### config.mk
export PLATFORM = sky130hd
export DESIGN_NAME = aud_recorder_mc
export DESIGN_NICKNAME = d
export VERILOG_FILES = /design/src/rtl/aud_recorder_mc.sv
export SDC_FILE = /design/constraint.sdc
export NUM_CORES = 1
export LEC_CHECK = 0
export CAP_MARGIN = 20
export CORE_ASPECT_RATIO = 1.2
export CORE_MARGIN = 2
export CORE_UTILIZATION = 60
export DETAILED_ROUTE_END_ITERATION = 10
export DONT_BUFFER_PORTS = 1
export PLACE_DENSITY = 0.8
export SYNTH_ARGS = -nofsm -noshare
export SYNTH_HDL_FRONTEND = slang
export SYNTH_SLANG_ARGS = --single-unit
### constraint.sdc
create_clock -name i_clk -period 3.28 [get_ports i_clk]
set_clock_uncertainty 0.1 [all_clocks]
set_input_delay 0.328 -clock i_clk [delete_from_list [all_inputs] [get_ports i_clk]]
set_output_delay 0.328 -clock i_clk [all_outputs]
set_load 0.01 [all_outputs]
### src/rtl/aud_recorder_mc.sv
// Multi-channel I2S capture engine: deserialises left, right or stereo ADC words on BCLK
// and emits one-cycle SRAM write strobes, with start/pause/stop and buffer-full handling.
module aud_recorder_mc #(
    parameter int SAMPLE_W  = 16,
    parameter int ADDR_W    = 20,
    parameter int MAX_WORDS = 2 ** ADDR_W
) (
    input  logic                i_clk,
    input  logic                i_rst_n,
    input  logic                i_lrc,
    input  logic                i_data,
    input  logic                i_start,
    input  logic                i_pause,
    input  logic                i_stop,
    input  logic [1:0]          i_mode,
    output logic [ADDR_W-1:0]   o_address,
    output logic [SAMPLE_W-1:0] o_data,
    output logic                o_we,
    output logic                o_ch,
    output logic [ADDR_W:0]     o_count,
    output logic                o_full,
    output logic [2:0]          o_state
);

    localparam int                CNT_W     = $clog2(SAMPLE_W);
    localparam logic [CNT_W-1:0]  LSB_IDX   = CNT_W'(SAMPLE_W - 1);
    localparam logic [CNT_W-1:0]  BIT_ONE   = CNT_W'(1);
    localparam logic [ADDR_W-1:0] LAST_ADDR = ADDR_W'(MAX_WORDS - 1);
    localparam logic [ADDR_W-1:0] PTR_ONE   = ADDR_W'(1);
    localparam logic [ADDR_W:0]   WORD_ONE  = (ADDR_W + 1)'(1);

    typedef enum logic [2:0] {
        ST_IDLE    = 3'd0,
        ST_ARMED   = 3'd1,
        ST_CAPTURE = 3'd2,
        ST_PAUSED  = 3'd3,
        ST_FULL    = 3'd4
    } state_e;

    state_e              state_q, state_d;
    logic                lrc_q;
    logic [1:0]          mode_q, mode_d;
    logic                pause_pend_q, pause_pend_d;
    logic                slot_ch_q, slot_ch_d;
    logic                active_q, active_d;
    logic [CNT_W-1:0]    bit_cnt_q, bit_cnt_d;
    logic [SAMPLE_W-1:0] shreg_q, shreg_d;
    logic [ADDR_W-1:0]   ptr_q, ptr_d;
    logic [ADDR_W:0]     count_q, count_d;
    logic [ADDR_W-1:0]   addr_q, addr_d;
    logic [SAMPLE_W-1:0] data_q, data_d;
    logic                och_q, och_d;
    logic                we_q, we_d;
    logic                full_q, full_d;

    logic                lrc_fall, lrc_edge, pause_now;
    logic [SAMPLE_W-1:0] shifted;

    assign lrc_fall  = lrc_q & ~i_lrc;
    assign lrc_edge  = lrc_q ^ i_lrc;
    assign pause_now = pause_pend_q | i_pause;
    assign shifted   = {shreg_q[SAMPLE_W-2:0], i_data};

    // Mode 3 is reserved and behaves as left-only.
    function automatic logic slot_en(input logic [1:0] mode, input logic ch);
        case (mode)
            2'd1:    return ch;
            2'd2:    return 1'b1;
            default: return ~ch;
        endcase
    endfunction

    always_comb begin
        // NOTE: every _d starts as its _q so no path through the case below can infer a latch.
        state_d      = state_q;
        mode_d       = mode_q;
        pause_pend_d = pause_pend_q;
        slot_ch_d    = slot_ch_q;
        active_d     = active_q;
        bit_cnt_d    = bit_cnt_q;
        shreg_d      = shreg_q;
        ptr_d        = ptr_q;
        count_d      = count_q;
        addr_d       = addr_q;
        data_d       = data_q;
        och_d        = och_q;
        we_d         = 1'b0;
        full_d       = full_q;

        if (i_stop && state_q != ST_IDLE) begin
            state_d      = ST_IDLE;
            active_d     = 1'b0;
            pause_pend_d = 1'b0;
        end else begin
            case (state_q)
                ST_IDLE: begin
                    if (i_start && !i_pause && !i_stop) begin
                        ptr_d   = '0;
                        count_d = '0;
                        mode_d  = i_mode;
                        full_d  = 1'b0;
                        state_d = ST_ARMED;
                    end
                end
                ST_ARMED: begin
                    if (i_pause) begin
                        state_d = ST_PAUSED;
                    end else if (lrc_fall) begin
                        // This edge cycle carries the I2S delay bit; shifting starts next cycle.
                        state_d   = ST_CAPTURE;
                        slot_ch_d = 1'b0;
                        bit_cnt_d = '0;
                        active_d  = slot_en(mode_q, 1'b0);
                    end
                end
                ST_CAPTURE: begin
                    pause_pend_d = pause_now;
                    if (lrc_edge) begin
                        // A new slot always discards whatever a short previous slot left behind.
                        slot_ch_d = i_lrc;
                        bit_cnt_d = '0;
                        active_d  = slot_en(mode_q, i_lrc);
                    end else if (active_q) begin
                        shreg_d   = shifted;
                        bit_cnt_d = bit_cnt_q + BIT_ONE;
                        if (bit_cnt_q == LSB_IDX) begin
                            active_d = 1'b0;
                            we_d     = 1'b1;
                            data_d   = shifted;
                            addr_d   = ptr_q;
                            och_d    = slot_ch_q;
                            count_d  = count_q + WORD_ONE;
                            if (ptr_q == LAST_ADDR) begin
                                state_d      = ST_FULL;
                                full_d       = 1'b1;
                                pause_pend_d = 1'b0;
                            end else begin
                                ptr_d = ptr_q + PTR_ONE;
                                // Stereo pauses only after the R word so an L/R pair is never split.
                                if (pause_now && (mode_q != 2'd2 || slot_ch_q)) begin
                                    state_d      = ST_PAUSED;
                                    pause_pend_d = 1'b0;
                                end
                            end
                        end
                    end
                end
                ST_PAUSED: begin
                    if (!i_pause && i_start) begin
                        mode_d  = i_mode;
                        state_d = ST_ARMED;
                    end
                end
                ST_FULL: ;
                default: state_d = ST_IDLE;
            endcase
        end
    end

    // NOTE: state registers use non-blocking assignments so every flop samples pre-edge values.
    always_ff @(posedge i_clk or negedge i_rst_n) begin
        if (!i_rst_n) begin
            state_q      <= ST_IDLE;
            lrc_q        <= 1'b0;
            mode_q       <= 2'd0;
            pause_pend_q <= 1'b0;
            slot_ch_q    <= 1'b0;
            active_q     <= 1'b0;
            bit_cnt_q    <= '0;
            shreg_q      <= '0;
            ptr_q        <= '0;
            count_q      <= '0;
            addr_q       <= '0;
            data_q       <= '0;
            och_q        <= 1'b0;
            we_q         <= 1'b0;
            full_q       <= 1'b0;
        end else begin
            state_q      <= state_d;
            lrc_q        <= i_lrc;
            mode_q       <= mode_d;
            pause_pend_q <= pause_pend_d;
            slot_ch_q    <= slot_ch_d;
            active_q     <= active_d;
            bit_cnt_q    <= bit_cnt_d;
            shreg_q      <= shreg_d;
            ptr_q        <= ptr_d;
            count_q      <= count_d;
            addr_q       <= addr_d;
            data_q       <= data_d;
            och_q        <= och_d;
            we_q         <= we_d;
            full_q       <= full_d;
        end
    end

    assign o_address = addr_q;
    assign o_data    = data_q;
    assign o_we      = we_q;
    assign o_ch      = och_q;
    assign o_count   = count_q;
    assign o_full    = full_q;
    assign o_state   = state_q;

endmodule

==> Word-level counts from Yosys, hierarchy flattened <==
Index checks and enable logic that the tools add are counted.
{ "word_totals": {"ff_bits": 108, "latchBits": 0, "mem_bits_rw": 0, "mem_bits_ro": 0, "out_inout_bits": 63, "wordCells": 139, "memories": 0} }
{ "classes": {"add_sub_neg": 3, "mul": 0, "div": 0, "magnitude_cmp": 0, "n_eq_ne": 30, "shifts": 0, "n_mux": 61, "n_bitwise": 6, "reduce_logical": 24} }
{ "ops": {"columns": ["op", "count"], "rows": [
  ["2-to-1 mux 20 bit", 5],
  ["2-to-1 mux 21 bit", 4],
  ["one-hot mux 21 bit (2 select lines)", 1],
  ["one-hot mux 20 bit (2 select lines)", 1],
  ["2-to-1 mux 3 bit", 10],
  ["2-to-1 mux 1 bit", 27],
  ["!= test 2 bit (second input constant)", 12],
  ["!= test 3 bit (second input constant)", 8],
  ["adder 21 x 1 -> 21 bit (second input constant)", 1],
  ["adder 20 x 1 -> 20 bit (second input constant)", 1],
  ["equality test 20 bit (second input constant)", 1],
  ["2-to-1 mux 4 bit", 4],
  ["one-hot mux 3 bit (5 select lines)", 1],
  ["AND reduction 5 bit", 3],
  ["AND reduction 7 bit", 2],
  ["!= test 4 bit (second input constant)", 2],
  ["one-hot mux 1 bit (2 select lines)", 4],
  ["one-hot mux 4 bit (2 select lines)", 1],
  ["AND reduction 4 bit", 2],
  ["AND reduction 8 bit", 1],
  ["nonzero test 2 bit", 4],
  ["equality test 3 x 2 -> 1 bit (second input constant)", 2],
  ["AND reduction 6 bit", 1],
  ["nonzero test 3 bit", 2],
  ["17 further kinds", 24]
]} }

==> Logic depth before layout (Yosys ltp) <==
Gate-level depths: netlist of run 1.
{ "depth": {"depth_word": 10, "depth_mapped": 10, "mapped_depth_nobuf": 8} }

==> Worst setup path after synthesis of run 1 <==
No wires, ideal clock.
{ "synth_timing": {"path_type": "reg2reg", "from": "register ptr_q[0]", "to": "register ptr_q[18]", "setup_time_ps": 66, "arrival_time_ps": 1875, "required_time_ps": 3114, "path_slack_ps": 1239, "stages_incl_launch_ff": 9, "n_path_buf": 1, "path_cell_list": "dfrtp_1 > ha_1 > and3_1 > and4_1 > buf_4 > nand4_4 > nand2_4 > or4_1 > nand2_1"} }
{ "synth_via": {"elab_chain_len": 6, "word_cells_on_any_way": 9, "classes_between": "add/sub (1); eq/ne (2); mux (5); reduce/logical (1)"} }
{ "synth_rtl": {"columns": ["item", "line", "text"], "rows": [
  ["start: declaration", "48", "logic [ADDR_W-1:0] ptr_q, ptr_d;"],
  ["start signal: assignment", "187", "ptr_q <= ptr_d;"],
  ["adder 20 x 1 -> 20 bit", "138", "ptr_d = ptr_q + PTR_ONE;"],
  ["2-to-1 mux 20 bit", "133", "if (ptr_q == LAST_ADDR) begin"],
  ["2-to-1 mux 20 bit", "126", "if (bit_cnt_q == LSB_IDX) begin"],
  ["2-to-1 mux 20 bit", "123", "end else if (active_q) begin"],
  ["2-to-1 mux 20 bit", "118", "if (lrc_edge) begin"],
  ["one-hot mux 20 bit (2 select lines)", "95", "case (state_q)"]
]} }
Parallel ways exist; a longest one is shown, timed or not. The select of a mux whose other input is x is not followed.
A chain may end at the register's enable or synchronous reset.

==> Worst setup path after layout of run 1 <==
{ "layout_timing": {"from": "register state_q[1] (netlist: o_state[1])", "to": "register shreg_q[7]"} }
{ "layout_via": {"elab_chain_len": 4, "word_cells_on_any_way": 5, "classes_between": "eq/ne (1); bitwise (1); reduce/logical (3)"} }
{ "layout_rtl": {"columns": ["item", "line", "text"], "rows": [
  ["start: declaration", "40", "state_e state_q, state_d;"],
  ["start signal: assignment", "179", "state_q <= state_d;"],
  ["nonzero test 3 bit", "90", "if (i_stop && state_q != ST_IDLE) begin"],
  ["logical AND 1 bit", "90", null],
  ["inverter 1 bit (no line)", null, null],
  ["AND reduction 4 bit (no line) (*)", null, null],
  ["end signal: assignment", "186", "shreg_q <= shreg_d;"],
  ["end: declaration", "47", "logic [SAMPLE_W-1:0] shreg_q, shreg_d;"]
]} }
Mark *: on every way between the ends. The rest lies on a longest branch, timed or not.

==> results of run 1 <==
[timing repair]
| item | CTS | global route |
|---|---|---|
| endpoints found under the hold margin | 114 | 1 |
| setup buffers | 0 | 0 |
| hold buffers | 6 | 1 |
[through the flow]
stage | instance area, µm² | util, %
floorplan | 5100 | -
global placement | 5130 | 62.6
detailed placement | 5130 | 62.6
CTS | 5420 | 66.1
global route | 5430 | 66.3
finish | 5430 | 66.3
[metal layers]
metal	wire length (µm)	GRT usage, %	up-vias
met5	0	0	-
met4	194	10.2	0
met3	446	4.42	18
met2	5320	39.1	91
met1	4290	29.5	1836
li1	-	-	1769
[kinds of logic (layout without fill, tap and decap cells)]
family | Yosys count | in the layout
XOR/XNOR | 30 | 30
flip-flops | 108 | 108
multiplexers | 17 | 17
AND/OR/NAND/NOR | 284 | 284
adder cells (fa/ha/maj) | 6 | 6
AO/OA/AOI/OAI | 47 | 47
buffers and inverters | 32 | 36
[state kept, by name, summed over array words and instances, names as in the netlist, 2 cells and up]
| name | flops |
|---|---|
| mode_q | 2 |
| o_state | 3 |
| shreg_q | 15 |
| o_address | 20 |
| ptr_q | 20 |
| o_data | 16 |
| bit_cnt_q | 4 |
| o_count | 21 |
[final timing paths]
| check | from | end | slack [ps] | depth (start not counted) |
|---|---|---|---|---|
| worst max-delay path | o_state[1]$_DFFE_PN0P_ | shreg_q[7]$_DFFE_PN0P_ | 770 | 4 |
| worst min-delay path | i_pause | pause_pend_q$_DFFE_PN0P_ | 60 | 2 |
| worst max register to register | o_state[1]$_DFFE_PN0P_ | shreg_q[7]$_DFFE_PN0P_ | 770 | 4 |
| worst min register to register | shreg_q[6]$_DFFE_PN0P_ | o_data[7]$_DFFE_PN0P_ | 410 | 2 |
| max in group asynchronous | i_rst_n | shreg_q[10]$_DFFE_PN0P_ | 2240 | 2 |
| min in group asynchronous | i_rst_n | ptr_q[6]$_DFFE_PN0P_ | 460 | 2 |
[layout by cell type (no fill, tap or decap), types with 2 or more instances in the layout]
cell type,instances
nand2_1,144
dfrtp_1,108
nor2_1,49
xor2_1,23
nand3_1,21
mux2_2,17
o21ai_0,17
nand4_1,16
and3_1,11
a21oi_1,9
clkbuf_8,9
inv_1,7
xnor2_1,7
and4_1,6
nand2b_1,6
ha_1,6
dlygate4sd3_1,6
buf_4,6
or4_1,5
nor3_1,5
and2_1,3
o22ai_1,3
o211ai_1,3
o41ai_1,3
inv_6,3
nor2b_1,2
or3_1,2
nor4_4,2
nor3_2,2
a211oi_1,2
a21o_1,2
[layout make-up]
type                       instances  area (µm²)
fill                             640        2770
sequential                       108        2700
multi-input combinational        384        2210
tap                              114         143
timing repair buffer              13         133
clock buffer                       9         124
clock inverter                     7        91.3
inverter                           7        26.3
[worst max-delay path: cells and delay by family (launching register included)]
family,cells,cell delay [ps]
multiplexers,1,410
flip-flops,1,720
AND/OR/NAND/NOR,3,1160
[power groups by stage]
stage	Sequential, mW	Combinational [mW]	Clock (mW)
after floorplan	1.49	0.346	0
after global placement	1.53	0.358	0
after detailed placement	1.53	0.374	0
after CTS	1.51	0.421	0.874
after global routing	1.52	0.476	0.938
final	1.51	0.422	0.857
==> flow_summary_export.csv, run 1 <==
group,metric,value,unit
pwr,p_seq_share,54.1,%
floorplan,core_area,8200,µm²
placement,place_ws,830,ps
worst_setup_path,crit_arrival,2660,ps
detailed_routing,drt_iter0_markers,226,
final_layout,instances_no_fill,642,
detailed_routing,avgViaCountPerCell,5.79,
sta,finalCriticalPeriod,2510,ps
floorplan,die_h,105,µm
final_layout,nets,538,
final_layout,num_antenna_cells,0,
worst_setup_path,worstPathMaxFanout,18,
detailed_routing,ant_nets,0,
grt,track_usage,23.5,%
worst_setup_path,critPathRequiredTime,3440,ps
sta,worst_pin_slew,701,ps
synth,synth-xor-area-share,5.15,%
grt,antenna_found_initial,0,
synth,synthMuxAreaShare,3.75,%
synth,ys_ff_latch,108,
sta,fin_ws,772,ps
worst_setup_path,max_stage_delay,720,ps
detailed_routing,routed-via-count,3714,
clock_network,clk_path_buf_depth,2,
synth,synth_common_cells,"nand2_1, dfrtp_1, nor2_1, xor2_1, nand3_1",
clock_network,post_cts_resized,0,
clock_network,cts_sinks,108,
pwr,p_int,1.93,mW
worst_setup_path,critical_path.startpoint_type,"flip-flop",
synth,synth_nets,539,
grt,grt_start_max_net_pins,109,
detailed_routing,wirelength,10.3,mm
sta,relSlewSlack,52.7,%
sta,rsz0062_at_grt,"false",
sta,setup_tns,0,ps
worst_setup_path,critPathKind,"flip-flop to flip-flop",
grt,grt_remaining_overflow,0,
synth,netlist_instances,524,
pwr,power,2.79,mW
synth,synth-seq-area-share,53.0,%
pwr,comb_power_share,15.1,%
clock_network,path_clk_slew,110,ps
pwr,switching_share,30.7,%
floorplan,die_x,88.2,µm
placement,port_buffers,0,
detailed_routing,drc,0,
synth,yosysTopAreaCellShare,53.0,%
synth,synthTopCellsByArea,"dfrtp_1, nand2_1, xor2_1",
final_layout,area_growth,6.47,%
synth,synth_top_family_by_area,"simple AND/OR/NAND/NOR gates",
clock_network,cts_tree,"yes",
synth,synth.avg_cell_area,9.74,µm²
pwr,switching_power,0.857,mW
floorplan,io_pins,72,
synth,synth_top_area_cell,"dfrtp_1",
sta,hold_viol,0,
sta,setup-violations-final,0,
worst_setup_path,crit_chain,"nand2_1 > nor2_1 > and3_1 > mux2_2",
sta,fin_hold_ws,61.0,ps
clock_network,h-tree-depth,3,
grt,grt_pass1_wl,17.4,mm
clock_network,cts_inserted_buffers,9,
synth,synth_area,5100,µm²
synth,synth_flop_cell,"dfrtp_1",
floorplan,row_count,36,
clock_network,clock_latency,370,ps
worst_hold_path,hp-class,"primary input to flip-flop",
placement,dpl.hpwl,7.02,mm
pwr,ir_drop,0.305,mV
pwr,pwr-share-clk,30.7,%
synth,synth-compound-area-share,6.11,%
final_layout,drive_above_1_share,10.2,%
pwr,leakagePower,2.75,nW
job,cap_viol_max_count,0,
sta,max_freq,399,MHz
detailed_routing,wire_per_inst,16.0,µm
synth,ys_warn_count,0,
floorplan,die_area,9260,µm²
detailed_routing,first_pass_iters,4,
synth,synth_edf_count,0,
pwr,p_per_area,513,nW/µm²
synth,synthAdderAreaFrac,1.47,%
synth,yosysMostFrequentCell,"nand2_1",
synth,yosys.cell_types.count,50,
sta,post-route-period-util,76.5,%
worst_setup_path,cp-end-kind,"flip-flop",
synth,yosys.area_share.simple,26.9,%
sta,maxSlewViolCount,0,
worst_setup_path,cpMaxStageDelayCell,"dfrtp_1",
run_status,status,"complete, no violations",
placement,place_congestion,0.869,
placement,dp_cells,619,
synth,synthArstFlopShare,100,%
floorplan,start_util,62.2,%
grt,grt_pass1_vias,3813,
clock_network,cts-root-buf,"clkbuf_8",
Power figures use the tool's default switching activity.
==> inputs of run 2 (changes only) <==
--- a/config.mk
+++ b/config.mk
@@ -5,10 +5,11 @@
 export SDC_FILE = /design/constraint.sdc
 export NUM_CORES = 1
 export LEC_CHECK = 0
+export ABC_AREA = 1
 export CAP_MARGIN = 20
 export CORE_ASPECT_RATIO = 1.2
 export CORE_MARGIN = 2
-export CORE_UTILIZATION = 60
+export CORE_UTILIZATION = 58
 export DETAILED_ROUTE_END_ITERATION = 10
 export DONT_BUFFER_PORTS = 1
 export PLACE_DENSITY = 0.8
==> constraint.sdc (replaced) <==
create_clock -name i_clk -period 2.15 [get_ports i_clk]
set_clock_uncertainty 0.1 [all_clocks]
set_input_delay 0.215 -clock i_clk [delete_from_list [all_inputs] [get_ports i_clk]]
set_output_delay 0.215 -clock i_clk [all_outputs]
set_load 0.01 [all_outputs]
==> run 2 against run 1 <==
Compared with the run above:
- the run now ends with negative hold slack left
- cell area up 13%
- sequential power is 54% higher
- synthesized area up 11%
- flip-flop and latch count did not move
- die area rose by 14%
- routed wire length up 22%
- critical endpoint is now ptr_q[14]$_DFFE_PN0P_
==> flow_summary_export.csv, run 2 <==
group,metric,value,unit
detailed_routing,routed-via-count,4754,
placement,placed_cell_area,5780,µm²
placement,port_buffers,0,
synth,synth_area,5670,µm²
run_status,violations,"negative hold slack",
detailed_routing,met2_length,6.02,mm
sta,maxSlewViolCount,0,
detailed_routing,top_layer_used,"met4",
detailed_routing,ant_nets,0,
synth,ys_warn_count,0,
detailed_routing,avgViaCountPerCell,5.51,
final_layout,largest_reg_flops,21,
synth,synthMuxAreaShare,0.177,%
synth,synth-seq-area-share,47.7,%
synth,synthArstFlopShare,100,%
floorplan,row_count,39,
placement,dpl.hpwl,8.90,mm
final_layout,area_growth,8.28,%
clock_network,cts_sinks,108,
worst_setup_path,worstPathMaxFanout,14,
final_layout,layout.cell_area.non_filler,6140,µm²
sta,rsz0062_at_grt,"false",
grt,grt_start_max_net_pins,109,
synth,synth_edf_count,0,
placement,place_congestion,0.912,
grt,grt_pass1_wl,21.0,mm
pwr,ir_drop,0.745,mV
synth,ys_ff_latch,108,
floorplan,die_area,10600,µm²
worst_setup_path,crit_arrival,2140,ps
detailed_routing,wl_met3,785,µm
synth,synth_nets,747,
detailed_routing,first_pass_iters,5,
worst_hold_path,hp-class,"primary input to asynchronous set/reset pin",
clock_network,path_clk_slew,80,ps
clock_network,clock_latency,350,ps
clock_network,cts_hold_buf,5,
worst_setup_path,cp-end-kind,"flip-flop",
clock_network,h-tree-depth,3,
detailed_routing,drt_iter0_markers,304,
sta,setup_tns,0,ps
floorplan,start_util,59.6,%
sta,post-route-period-util,90.8,%
detailed_routing,wl_met1,5.47,mm
grt,antenna_found_initial,0,
sta,setup-violations-final,0,
worst_setup_path,critical_path.startpoint_type,"primary input",
floorplan,die_h,112,µm
grt,grt_remaining_overflow,0,
synth,yosysTopAreaCellShare,47.7,%
final_layout,utilization,64.5,%
synth,yosysMostFrequentCell,"nand2_1",
placement,place_ws,163,ps
detailed_routing,drc,0,
clock_network,cts_tree,"yes",
sta,worst_pin_slew,415,ps
final_layout,num_antenna_cells,0,
pwr,p_per_area,889,nW/µm²
synth,yosys.cell_types.count,40,
sta,max_freq,512,MHz
worst_setup_path,critPathKind,"primary input to flip-flop",
synth,synth_top_family_by_area,"simple AND/OR/NAND/NOR gates",
job,cap_viol_max_count,0,
synth,synthTopCellsByArea,"dfrtp_1, nand2_1, o21ai_0",
sta,finalCriticalPeriod,1950,ps
synth,synth_common_cells,"nand2_1, dfrtp_1, o21ai_0, inv_1, nor2_1",
final_layout,nets,750,
synth,yosys.area_share.simple,31.1,%
clock_network,cts-root-buf,"clkbuf_16",
final_layout,final_cell_mix,"nand2_1, dfrtp_1, o21ai_0",
synth,netlist_instances,732,
final_layout,layout_commonest_cell,"nand2_1",
grt,track_usage,24.7,%
sta,fin_ws,197,ps
synth,synth-compound-area-share,9.34,%
clock_network,clk_path_buf_depth,2,
sta,relSlewSlack,72.2,%
floorplan,io_pins,72,
sta,hold_viol,108,
floorplan,die_x,94.2,µm
run_status,status,"complete, but fails checks",
detailed_routing,wirelength,12.5,mm
pwr,leakagePower,2.84,nW
synth,synth.avg_cell_area,7.74,µm²
sta,fin_hold_ws,-546,ps
clock_network,cts_inserted_buffers,9,
worst_setup_path,critPathRequiredTime,2340,ps
grt,grt_pass1_vias,4490,
floorplan,core_area,9520,µm²
clock_network,cts_setup_buffers,0,
synth,synthAdderAreaFrac,1.32,%
detailed_routing,wire_per_inst,14.5,µm
synth,synth_flop_cell,"dfrtp_1",
synth,synth_top_area_cell,"dfrtp_1",
final_layout,drive_above_1_share,8.78,%
synth,synth-xor-area-share,2.63,%
run 2: changes by cell type after synthesis, sizes merged, moves of 6 or more:
cell    change
nand2     +102
inv        +68
o21ai      +63
nand3      +24
mux2       -17
and3       -11
nor2       +11
nor3       +10
xor2       -10
and4        -7
nand2b      -6
run 2: final timing paths:
kind,from,endpoint,slack [ps],depth (start not counted)
min reg2reg,shreg_q[12]$_DFFE_PN0P_,shreg_q[12]$_DFFE_PN0P_,390,2
min in group i_clk,i_stop,active_q$_DFFE_PN0P_,60,3
min,i_rst_n,o_we$_DFF_PN0_,-550,0
max in group asynchronous,i_rst_n,o_data[13]$_DFFE_PN0P_,2350,0
max,i_lrc,ptr_q[14]$_DFFE_PN0P_,200,11
max reg2reg,ptr_q[0]$_DFFE_PN0P_,ptr_q[12]$_DFFE_PN0P_,200,10
run 2: cell families after synthesis:
kind of cell | count (synthesis)
adders and majority gates | 6
buffers and inverters | 101
and+or+nand+nor | 399
muxes | 1
xor gates and xnor gates | 17
AOI/OAI and AO/OA | 100
DFF | 108
run 2: layer usage:
layer  global-route usage (%)  up-vias
met3                     4.97       24
met4                     8.89        0
li1                         -     2361
met2                     40.4      157
met5                        0        -
met1                     32.6     2212
run 2: power breakdown:
| part | leakage, nW | switching (mW) | internal (mW) |
|---|---|---|---|
| sequential | 1.49 | 0.154 | 2.18 |
| clock | 0.141 | 0.814 | 0.825 |
| combinational | 1.21 | 1.02 | 0.467 |
| total | 2.84 | 1.99 | 3.47 |
run 2: repair_timing:
item | CTS | global route
gates resized for setup | 0 | 1
setup endpoints to repair | 0 | 9
hold endpoints to repair | 115 | 108
run 2: through the flow:
| stage | cells | hold WS (ps) | power, mW |
|---|---|---|---|
| after floorplan | 732 | -181 | 3.53 |
| after global placement | 842 | -178 | 3.78 |
| after detailed placement | 842 | -178 | 3.83 |
| after CTS | 863 | -555 | 5.46 |
| after global routing | 863 | -558 | 5.77 |
| final | 863 | -546 | 5.46 |
run 2: layout make-up:
class / instances / area (µm²)
flip-flops and latches: 108 / 2700
inverters: 76 / 285
multi-input cells: 523 / 2530
clock buffers: 9 / 225
repair buffers: 17 / 165
well taps: 123 / 154
fillers: 830 / 3380
clock inverters: 7 / 73.8
run 2: critical path, stage by stage:
cell and delay [ps]:
dlygate4sd3_1 550, inv_1 80, ha_1 350, nand2_1 110, nand2_1 100, nand2_1 60, nor2_2 140, nand2_4 140
inv_2 220, nand3_1 100, nand2_1 70
==> inputs of run 3 (changes only) <==
--- a/config.mk
+++ b/config.mk
@@ -12,6 +12,7 @@
 export CORE_UTILIZATION = 58
 export DETAILED_ROUTE_END_ITERATION = 10
 export DONT_BUFFER_PORTS = 1
+export GPL_TIMING_DRIVEN = 0
 export PLACE_DENSITY = 0.8
 export SYNTH_ARGS = -nofsm -noshare
 export SYNTH_HDL_FRONTEND = slang
==> run 3 against run 2 <==
Compared with the run above:
- critical path type is now flip-flop to flip-flop
- first-iteration DRC count decreased by 1.3%
- flip-flop and latch count stayed put
- die area is the same
- final cell count increased by 1.5%
- global-route usage grew 2.4 points
- hold slack worse by 4.0 ps
- combinational power up 4%
- the run still ends with negative hold slack left
- non-clock buffer count rose by 13
- clock power increased by 3%
- largest power group unchanged
- sequential share of layout area is 0.35 points lower
- critical path depth decreased by 1
==> flow_summary_export.csv, run 3 (synthesis gave the netlist of run 2 again) <==
group,metric,value,unit
run_status,status,"complete, but fails checks",
run_status,violations,"negative hold slack",
final_layout,instances_no_fill,876,
final_layout,drive_above_1_share,9.83,%
detailed_routing,wirelength,13.5,mm
clock_network,cts_sinks,108,
worst_setup_path,critPathRequiredTime,2300,ps
worst_setup_path,reg2reg_depth,10,
worst_setup_path,critPathKind,"flip-flop to flip-flop",
clock_network,cts-root-buf,"clkbuf_16",
grt,grt_pass1_wl,22.8,mm
sta,worst_pin_slew,576,ps
job,cap_viol_max_count,0,
floorplan,die_x,94.2,µm
sta,hold_viol,108,
final_layout,largest_reg_flops,21,
pwr,p_per_area,907,nW/µm²
worst_setup_path,critical_path.startpoint_type,"flip-flop",
worst_setup_path,worstPathMaxFanout,7,
worst_setup_path,crit_family,"simple AND/OR/NAND/NOR gates",
sta,finalCriticalPeriod,1990,ps
final_layout,area_growth,9.21,%
placement,port_buffers,0,
detailed_routing,drt_iter0_markers,300,
worst_setup_path,r2r-start,"o_count[0]$_DFFE_PN0P_",
sta,setup-violations-final,0,
floorplan,die_area,10600,µm²
clock_network,cts_setup_buffers,0,
sta,max_freq,503,MHz
grt,antenna_found_initial,0,
detailed_routing,avgViaCountPerCell,5.62,
worst_setup_path,crit_arrival,2130,ps
final_layout,layout_commonest_cell,"nand2_1",
floorplan,core_area,9520,µm²
worst_setup_path,max_stage_delay,480,ps
grt,track_usage,27.0,%
worst_hold_path,hp-class,"primary input to asynchronous set/reset pin",
placement,dp_cells,855,
sta,relSlewSlack,61.6,%
clock_network,cts_tree,"yes",
sta,setup_tns,0,ps
final_layout,final_cell_mix,"nand2_1, dfrtp_1, o21ai_0",
worst_setup_path,r2r-end,"o_count[14]$_DFFE_PN0P_",
clock_network,clock_latency,350,ps
sta,fin_hold_ws,-550,ps
final_layout,nets,763,
pwr,leakagePower,2.87,nW
worst_setup_path,cpMaxStageDelayCell,"dfrtp_2",
worst_setup_path,path_buf_inv,2,
grt,grt_start_max_net_pins,109,
floorplan,row_count,39,
clock_network,clk_path_buf_depth,2,
placement,place_congestion,0.925,
sta,post-route-period-util,92.5,%
floorplan,die_h,112,µm
pwr,power,5.61,mW
floorplan,start_util,59.6,%
pwr,ir_drop,0.565,mV
placement,dpl.hpwl,9.68,mm
sta,rsz0062_at_grt,"false",
detailed_routing,routed-via-count,4924,
detailed_routing,drc,0,
clock_network,path_clk_slew,80,ps
clock_network,cts_hold_buf,5,
detailed_routing,wire_per_inst,15.5,µm
worst_setup_path,rrSetupSlack,160,ps
detailed_routing,ant_nets,0,
clock_network,h-tree-depth,3,
sta,maxSlewViolCount,0,
clock_network,cts_inserted_buffers,9,
grt,grt_pass1_vias,4881,
grt,grt_remaining_overflow,0,
floorplan,io_pins,72,
worst_setup_path,crit_chain,"ha_1 > nand2_1 > nor2_4 > inv_1 > nor2_1 > nand3_1 > xor2_1 > clkinv_1 > nand3_1 > nand2_1",
worst_setup_path,cp-end-kind,"flip-flop",
final_layout,num_antenna_cells,0,
detailed_routing,first_pass_iters,5,
run 3: final cells by class:
class                           instances  area [µm²]
Fill cell                             813        3330
Multi-Input combinational cell        523        2530
Clock buffer                            9         225
Timing Repair Buffer                    5        50.0
Tap cell                              123         154
Sequential cell                       108        2700
Inverter                               76         285
Buffer                                 25         151
Clock inverter                          7        83.8
run 3: worst reg2reg max path: stages, from the launching register on:
cell and delay [ps]:
dfrtp_2 480, ha_1 270, nand2_1 130, nor2_4 210, inv_1 100, nor2_1 130
nand3_1 110, xor2_1 150, clkinv_1 70, nand3_1 60, nand2_1 60
run 3: power by group:
part	internal [mW]	total, mW	switching [mW]	leakage [nW]
registers	2.18	2.36	0.184	1.49
logic	0.496	1.55	1.06	1.23
clock network	0.846	1.69	0.849	0.152
total	3.52	5.61	2.09	2.87
run 3: repair_timing:
item / 4_1_cts / 5_1_grt
resized for setup: 1 / 2
endpoints found under the hold margin: 116 / 108
endpoints found under the setup margin: 1 / 2
run 3: worst max path at each step:
stage	from	cells after the start	endpoint
finish	o_count[0]$_DFFE_PN0P_	10	o_count[14]$_DFFE_PN0P_
global placement	o_count[0]$_DFFE_PN0P_	10	o_count[14]$_DFFE_PN0P_
global route	i_lrc	8	o_data[9]$_DFFE_PN0P_
floorplan	o_count[0]$_DFFE_PN0P_	10	o_count[14]$_DFFE_PN0P_
detailed placement	o_count[0]$_DFFE_PN0P_	10	o_count[14]$_DFFE_PN0P_
CTS	o_count[0]$_DFFE_PN0P_	10	o_count[14]$_DFFE_PN0P_
run 3: per-layer routing:
| layer | wire length, µm | GRT usage (%) |
|---|---|---|
| met5 | 0 | 0 |
| met4 | 246 | 8.99 |
| met3 | 959 | 6.31 |
| met2 | 6580 | 45.1 |
| met1 | 5760 | 34.7 |
run 3: per-stage QoR:
step | setup WS, ps | cell area (µm²) | utilization (%) | hold WS, ps
finish | 162 | 6190 | 65.0 | -550
global route | 21.5 | 6190 | 65.0 | -569
CTS | 94.7 | 6180 | 65.0 | -555
detailed placement | 13.4 | 5820 | 61.2 | -178
global placement | 80.1 | 5820 | 61.2 | -178
floorplan | 382 | 5670 | - | -181
